==> config.mk <==
export PLATFORM = sky130hd
export DESIGN_NAME = pipeline_hazard_ctrl
export DESIGN_NICKNAME = d
export VERILOG_FILES = /design/src/rtl/pipe_pkg.sv /design/src/rtl/load_use_cmp.sv /design/src/rtl/pipeline_hazard_ctrl.sv
export SDC_FILE = /design/constraint.sdc
export NUM_CORES = 1
export LEC_CHECK = 0
export BUFFER_PORTS_ARGS = -buffer_cell sky130_fd_sc_hd__buf_2
export CORE_MARGIN = 2
export CORE_UTILIZATION = 34
export DETAILED_ROUTE_END_ITERATION = 8
export GPL_TIMING_DRIVEN = 0
export PLACE_DENSITY = 0.86
export SYNTH_ARGS = -nofsm -noshare
export SYNTH_HDL_FRONTEND = slang
export SYNTH_SLANG_ARGS = --single-unit
==> constraint.sdc <==
create_clock -name clk -period 1.95 [get_ports clk]
set_clock_uncertainty 0.15 [all_clocks]
set_input_delay 0.39 -clock clk [delete_from_list [all_inputs] [get_ports clk]]
set_output_delay 0.39 -clock clk [all_outputs]
set_load 0.01 [all_outputs]
==> src/rtl/pipe_pkg.sv <==
// Shared pipeline-control types and constants for the RV32 5-stage core.
package pipe_pkg;

  localparam int unsigned REG_AW       = 5;
  localparam int unsigned FLUSH_LEFT_W = 3;
  localparam logic [31:0] NOP_INSN     = 32'h00000013;

  typedef enum logic [1:0] {
    RUN   = 2'd0,
    STALL = 2'd1,
    FLUSH = 2'd2
  } pipe_state_t;

endpackage

==> src/rtl/load_use_cmp.sv <==
// Combinational load-use hazard compare: ID/EX load targets an IF/ID source register.
module load_use_cmp
  import pipe_pkg::*;
(
  input  logic [REG_AW-1:0] id_rs1,
  input  logic [REG_AW-1:0] id_rs2,
  input  logic [REG_AW-1:0] ex_rd,
  input  logic              ex_memread,
  output logic              load_use_c
);

  // x0 is hard-wired zero, so a load into it never creates a dependency
  assign load_use_c = ex_memread && (ex_rd != REG_AW'(0)) &&
                      ((ex_rd == id_rs1) || (ex_rd == id_rs2));

endmodule

==> src/rtl/pipeline_hazard_ctrl.sv <==
// Central stall/flush sequencer for the 5-stage pipeline.
// Performance counters are built only when PIPE_CTRL_PERF_EN is defined.
module pipeline_hazard_ctrl
  import pipe_pkg::*;
#(
  parameter int unsigned FLUSH_CYCLES = 1,
  parameter int unsigned CNT_W        = 32
) (
  input  logic              clk,
  input  logic              rst_n,
  input  logic              icache_stall,
  input  logic              dcache_stall,
  input  logic [REG_AW-1:0] id_rs1,
  input  logic [REG_AW-1:0] id_rs2,
  input  logic [REG_AW-1:0] ex_rd,
  input  logic              ex_memread,
  input  logic              mispredict,
  output logic              memory_stall,
  output logic              pc_write,
  output logic              ifid_write,
  output logic              bubble,
  output logic              flush,
  output logic [CNT_W-1:0]  stall_cnt,
  output logic [CNT_W-1:0]  bubble_cnt,
  output logic [CNT_W-1:0]  flush_cnt
);

  localparam logic [FLUSH_LEFT_W-1:0] FL_RELOAD = FLUSH_LEFT_W'(FLUSH_CYCLES - 1);

  pipe_state_t             state_q, state_d;
  logic [FLUSH_LEFT_W-1:0] flush_left_q, flush_left_d;
  logic                    pending_q, pending_d;
  logic                    ms;
  logic                    lu;

  assign ms           = icache_stall | dcache_stall;
  assign memory_stall = ms;

  load_use_cmp u_load_use_cmp (
    .id_rs1     (id_rs1),
    .id_rs2     (id_rs2),
    .ex_rd      (ex_rd),
    .ex_memread (ex_memread),
    .load_use_c (lu)
  );

  // State register
  always_ff @(posedge clk or negedge rst_n) begin
    if (!rst_n) begin
      state_q      <= RUN;
      flush_left_q <= '0;
      pending_q    <= 1'b0;
    end else begin
      state_q      <= state_d;
      flush_left_q <= flush_left_d;
      pending_q    <= pending_d;
    end
  end

  // Next-state: STALL with ms low is evaluated exactly like RUN
  always_comb begin
    state_d      = state_q;
    flush_left_d = flush_left_q;
    pending_d    = pending_q;
    case (state_q)
      RUN, STALL: begin
        if (ms) begin
          state_d = STALL;
          if (mispredict) pending_d = 1'b1;
        end else if (mispredict || pending_q) begin
          pending_d = 1'b0;
          if (FLUSH_CYCLES > 1) begin
            state_d      = FLUSH;
            flush_left_d = FL_RELOAD;
          end else begin
            state_d = RUN;
          end
        end else begin
          state_d = RUN;
        end
      end
      FLUSH: begin
        if (ms) begin
          if (mispredict) pending_d = 1'b1;
        end else if (mispredict || pending_q) begin
          pending_d    = 1'b0;
          flush_left_d = FL_RELOAD;
        end else begin
          flush_left_d = flush_left_q - FLUSH_LEFT_W'(1);
          if (flush_left_q == FLUSH_LEFT_W'(1)) state_d = RUN;
        end
      end
      default: state_d = RUN;
    endcase
  end

  // Output decode; memory stall overrides everything, reset forces the idle pattern
  always_comb begin
    pc_write   = 1'b1;
    ifid_write = 1'b1;
    bubble     = 1'b0;
    flush      = 1'b0;
    if (!rst_n) begin
      pc_write   = 1'b1;
    end else if (ms) begin
      pc_write   = 1'b0;
      ifid_write = 1'b0;
    end else begin
      case (state_q)
        RUN, STALL: begin
          if (mispredict || pending_q) begin
            flush = 1'b1;
          end else if (lu) begin
            pc_write   = 1'b0;
            ifid_write = 1'b0;
            bubble     = 1'b1;
          end
        end
        FLUSH:   flush = 1'b1;
        default: flush = 1'b0;
      endcase
    end
  end

`ifdef PIPE_CTRL_PERF_EN
  logic             redirect_accept_c;
  logic [CNT_W-1:0] stall_cnt_q, bubble_cnt_q, flush_cnt_q;

  // Every unstalled cycle that sees a mispredict or a held-over flush is one redirect
  assign redirect_accept_c = !ms && (mispredict || pending_q);

  always_ff @(posedge clk or negedge rst_n) begin
    if (!rst_n) begin
      stall_cnt_q  <= '0;
      bubble_cnt_q <= '0;
      flush_cnt_q  <= '0;
    end else begin
      if (ms)                stall_cnt_q  <= stall_cnt_q  + CNT_W'(1);
      if (bubble)            bubble_cnt_q <= bubble_cnt_q + CNT_W'(1);
      if (redirect_accept_c) flush_cnt_q  <= flush_cnt_q  + CNT_W'(1);
    end
  end

  assign stall_cnt  = stall_cnt_q;
  assign bubble_cnt = bubble_cnt_q;
  assign flush_cnt  = flush_cnt_q;
`else
  assign stall_cnt  = '0;
  assign bubble_cnt = '0;
  assign flush_cnt  = '0;
`endif

endmodule
### Yosys cells after proc, flatten, opt, wreduce, memory -nomap -nowiden

Cells that the tools add are included.
W data, S select, Z words.

| storage, ports and cells | value |
|---|---|
| bits in writable memories | 0 |
| output and inout port bits | 101 |
| logic and storage cells | 50 |
| bits in read-only memories | 0 |
| latch bits | 0 |
| memories kept | 0 |
| input port bits | 21 |
| register bits after elaboration | 6 |

| operators by class | value |
|---|---|
| multiply operators | 0 |
| magnitude comparators | 0 |
| bitwise operators | 2 |
| reduce and logical (&&, ||, !) cells | 12 |
| add/subtract/negate cells | 1 |
| equal/unequal tests | 9 |
| shift operators | 0 |
| divide/modulo/power cells | 0 |
| mux-type cells | 23 |

Operators with widths:

| cell | number |
|---|---|
| $mux W1 | 17 |
| $eq A5 B5 Y1 | 2 |
| $ne A2 B2 Y1 const B | 4 |
| $mux W2 | 3 |
| $reduce_and A3 Y1 | 2 |
| $reduce_bool A5 Y1 | 1 |
| $pmux W2 S2 | 1 |
| $eq A3 B1 Y1 const B | 1 |
| $mux W3 | 1 |
| $reduce_or A3 Y1 | 1 |
| $sub A3 B1 Y3 const B | 1 |
| $eq A2 B1 Y1 const B | 1 |
| $eq A2 B2 Y1 const B | 1 |
| $logic_and A1 B1 Y1 | 2 |
| $logic_not A2 Y1 | 1 |
| $logic_or A1 B1 Y1 | 2 |
| $pmux W1 S2 | 1 |
| $reduce_and A2 Y1 | 1 |
| $reduce_bool A2 Y1 | 1 |
| $reduce_or A2 Y1 | 1 |
| $not A1 Y1 | 1 |
| $or A1 B1 Y1 | 1 |

### Longest topological paths before layout

| logic depth | value |
|---|---|
| depth after elaboration | 8 |
| mapped depth | 5 |
| mapped depth without buffers | 4 |

### By module

A second synthesis with hierarchy kept.

| unflattened totals | value |
|---|---|
| cell total of the unflattened synthesis | 124 |
| area, all modules | 934.6 um^2 |

Modules (own cells, without submodules):

| module | sequential area each (um^2) | instances | cells each | area an instance (um^2) |
|---|---|---|---|---|
| pipeline_hazard_ctrl | 25.0 | 1 | 107 | 809.5 |
| load_use_cmp | 0.0 | 1 | 17 | 125.1 |

### Least setup slack after synthesis

Ideal clock, no wire load.

| timing path | value |
|---|---|
| path kind | input -> output |
| start point | input port dcache_stall |
| end point | output port pc_write |
| buffers on the path | 1 |
| setup slack | 0.274 ns |
| required time | 1.410 ns |
| stages on the path | 4 |
| data arrival time | 1.136 ns |
| path through | nor2_1 inv_1 a22oi_1 buf_4 |

| on the way | value |
|---|---|
| longest elaborated chain between the ends | 3 |

Ends and longest elaborated chain:

| item | RTL line | text |
|---|---|---|
| from (decl) | pipeline_hazard_ctrl.sv:12 | `input logic dcache_stall,` |
| $or A1 B1 Y1 | pipeline_hazard_ctrl.sv:36 | `assign ms = icache_stall \| dcache_stall;` |
| named net memory_stall | pipeline_hazard_ctrl.sv:18 | `output logic memory_stall,` |
| $mux W1 (2 in a row) | - |  |
| to (decl) | pipeline_hazard_ctrl.sv:19 | `output logic pc_write,` |

The timed path passes the listed nets, and every way through them passes these cells.

### Final worst setup path

| timing path | value |
|---|---|
| start point | input port ex_rd[4] |
| end point | output port bubble |

| on the way | value |
|---|---|
| longest elaborated chain between the ends | 8 |
| elaborated cells on any way between the ends | 11 |
| classes of those cells | eq/ne: 2; mux: 5; reduce/logical: 4 |

Ends and longest elaborated chain:

| item | RTL line | text |
|---|---|---|
| from (decl) | pipeline_hazard_ctrl.sv:15 | `input logic [REG_AW-1:0] ex_rd,` |
| $eq A5 B5 Y1 or $reduce_bool A5 Y1 (tied branches) | load_use_cmp.sv:14, load_use_cmp.sv:13 |  |
| $logic_or A1 B1 Y1 or $logic_and A1 B1 Y1 (tied branches) | load_use_cmp.sv:14, load_use_cmp.sv:13 |  |
| $logic_and A1 B1 Y1 * | load_use_cmp.sv:13 | `assign load_use_c = ex_memread && (ex_rd != REG_AW'(0)) &&` |
| $mux W1 * | pipeline_hazard_ctrl.sv:113 | `end else if (lu) begin` |
| $mux W1 * | pipeline_hazard_ctrl.sv:111 | `if (mispredict \|\| pending_q) begin` |
| $mux W1 * | pipeline_hazard_ctrl.sv:109 | `case (state_q)` |
| $mux W1 * | pipeline_hazard_ctrl.sv:105 | `end else if (ms) begin` |
| $mux W1 * | pipeline_hazard_ctrl.sv:103 | `if (!rst_n) begin` |
| to (decl) | pipeline_hazard_ctrl.sv:21 | `output logic bubble,` |

Every way passes the cells marked *; elsewhere a longest branch is shown, timed or not.

==> flow_summary.rst <==
.. list-table::
   :header-rows: 1

   * - Metric
     - Value
   * - Cell seen most often among critical-path stages
     - buf_2
   * - Per-instance average area after synthesis
     - 7.43 µm²
   * - Number of routed nets with antenna violations
     - 0
   * - Sort of element at the start of the critical path
     - input pin
   * - Pin count of the biggest net entering global routing
     - 5
   * - Clock transition at the registers of the reported paths
     - 0 ns
   * - Cell area after placement
     - 0.00145 mm²
   * - Boundary Pins
     - 122
   * - Die area
     - 0.00316 mm²
   * - Final cell utilization of the core
     - 60.1%
   * - Highest-count cells in the layout ignoring fill and taps
     - buf_4 (97), conb_1 (96), buf_2 (24), xnor2_2 (6)
   * - Cell area after technology mapping
     - 928 µm²
   * - Setup bufs post-CTS
     - 0
   * - Cell type with the largest total area after synthesis
     - buf_4
   * - Insertion delay to the later sink of the worst-skew pair
     - 0 ns
   * - Required time reported for the critical path endpoint
     - 1.41 ns
   * - Setup Viol. Count Final
     - 0
   * - Final layout net count
     - 267
   * - Final Instance Area
     - 0.00152 mm²
   * - Horizontal extent of the die
     - 56.3 µm
   * - Share of layout cells above drive strength 1
     - 54.1%
   * - Biggest register
     - pending_q
   * - Hold crit path type
     - in2async
   * - DRC
     - 0
   * - Pre-CTS setup slack
     - -0.0522 ns
   * - Initial drt markers
     - 2
   * - Antenna cells
     - 0
   * - Number of instances in the synthesized netlist
     - 125
   * - Routed Wire Length
     - 1810 µm
   * - Commonest non-fill, non-tap cell in the layout
     - buf_4
   * - Cts-stage hold buffer count
     - 0
   * - Routability-driven placement congestion ratio
     - 0.727
   * - Post-Layout Cell Count
     - 274
   * - Number of flip-flops in the largest register
     - 1
   * - Worst Setup Path Type
     - in2out
   * - Number of endpoints with negative hold slack in the final report
     - 0
   * - Pwr/cell area
     - 230 mW/mm²
   * - Final Critical Period
     - 1.82 ns
   * - Remaining global-route overflow
     - 0
   * - Total vias in the final route
     - 778
   * - Part of the Yosys area used for sequential elements
     - 2.70%
   * - Count of state elements after synthesis
     - 1
   * - Crit path DAT
     - 1.28 ns
   * - LEAKAGE
     - 1.04 nW
   * - Number of filler cells placed in the layout
     - 222
   * - Peak ir drop on the vdd network
     - 152 µV
   * - Global-route wire length before repair
     - 2450 µm
   * - Crit-path cells
     - buf_2 > xnor2_2 > nand3_2 > o22ai_4 > and3_1 > buf_2
   * - Synthesis-to-finish area growth
     - 63.3%
   * - Period utilization
     - 93.4%
   * - Run status
     - finished clean
   * - Core Region
     - 0.00252 mm²
   * - Final setup TNS
     - 0 ns
   * - F_max
     - 0.549 GHz
   * - Per-cell routed wire length
     - 6.60 µm
   * - Initial antenna violation count
     - 0
   * - Largest registers
     - pending_q (1)
   * - Crit path max-delay cell type
     - o22ai_4
   * - Synth Warn #
     - 0
   * - Number of vias per cell
     - 2.84
   * - Buffers added on ports
     - 25
   * - Maxcap violations
     - 0
   * - CP endpoint kind
     - output pin
   * - Max-slew violation count
     - 0
   * - Share of Yosys cell area claimed by the top area cell type
     - 78.4%
   * - Effective utilization at floorplan
     - 36.8%
   * - Number of library cell types mapped by synthesis
     - 15
   * - Placed Instances
     - 275
   * - Post-detailed-placement half-perimeter wirelength
     - 1780 µm
   * - Die outline height
     - 56.3 µm
   * - Largest cells by area after synthesis
     - buf_4 (78%), xnor2_1 (9.4%), dfrtp_1 (2.7%)
   * - All-layer global routing usage
     - 9.07%
   * - Router iterations before antenna repair
     - 2
   * - Number of global-route vias before repair
     - 607
   * - Number of cell rows
     - 18
   * - Worst-case setup margin in the final layout
     - 0.129 ns
   * - Unrepaired setup endpoints after global routing
     - false
   * - Peak fanout along the critical path
     - 3
   * - Critical Path Max Stage Delay
     - 0.20 ns
[worst max-delay path, delay by kind of cell]
| family | cells | cell delay [ns] |
|---|---|---|
| simple gates | 2 | 0.28 |
| buf+inv | 2 | 0.26 |
| compound gates | 1 | 0.20 |
| xor+xnor | 1 | 0.14 |
[final timing paths]
path / depth (start not counted) / slack (ns) / start / end
setup reg to reg: 2 / 1.12 / pending_q$_DFFE_PN0P_ / pending_q$_DFFE_PN0P_
hold reg to reg: 2 / 0.35 / pending_q$_DFFE_PN0P_ / pending_q$_DFFE_PN0P_
max in group asynchronous: 1 / 1.50 / rst_n / pending_q$_DFFE_PN0P_
setup / recovery: 6 / 0.13 / ex_rd[4] / bubble
min in group clk: 2 / 0.35 / pending_q$_DFFE_PN0P_ / pending_q$_DFFE_PN0P_
hold / removal: 1 / 0.04 / rst_n / pending_q$_DFFE_PN0P_
[cell usage after synthesis]
cell type and instances:
xnor2_1 10, nand3_2 1, buf_4 97, a21oi_1 1, nor3b_1 1, dfrtp_1 1
nand3_1 2, conb_1 1, nand2_1 2, nor2_1 4, o22ai_1 1, a22oi_1 1
nor3_1 1, and3_1 1, inv_1 1
[per-stage QoR]
step / power (mW) / hold WS (ns)
2_1_floorplan: 0.282 / -0.0556
3_3_place_gp: 0.317 / 0.0348
3_5_place_dp: 0.318 / 0.0368
4_1_cts: 0.321 / 0.0364
5_1_grt: 0.376 / 0.0446
6_report: 0.349 / 0.0399
[per-layer routing]
layer,vias to the layer above,track usage [%],wire length (µm)
met4,0,0,0
li1,429,-,-
met1,282,7.85,466
met5,-,0,0
met2,67,19.8,991
met3,0,3.69,349
[layout make-up]
cell class	count	area (µm²)	share of cell area, %
multi-input combinational	121	602	39.7
buffer	96	721	47.5
tap	30	37.5	2.48
sequential	1	25.0	1.65
inverter	1	3.75	0.248
timing repair buffer	25	128	8.42
[cell families (layout without fill, tap and decap cells)]
family                    after synthesis  in the layout  synth area share [%]
buffers and inverters                  98            122                  78.8
and+or+nand+nor                        12             12                  6.60
AOI/OAI and AO/OA                       3              3                  2.02
other                                   1             96                 0.404
xor gates and xnor gates               10             10                  9.43
DFF                                     1              1                  2.69
[timing repair]
| action | 4_1_cts | 5_1_grt |
|---|---|---|
| gates resized for setup | 1 | 12 |
| pin swaps | 1 | 6 |
| endpoints found under the setup margin | 1 | 2 |
[power breakdown]
group | total [mW] | switching, mW | internal (mW) | leakage (nW)
Clock | 0 | 0 | 0 | 0
Sequential | 0.0236 | 0.000595 | 0.0230 | 0.0111
Combinational | 0.325 | 0.153 | 0.172 | 1.03
Power figures use the tool's default switching activity.
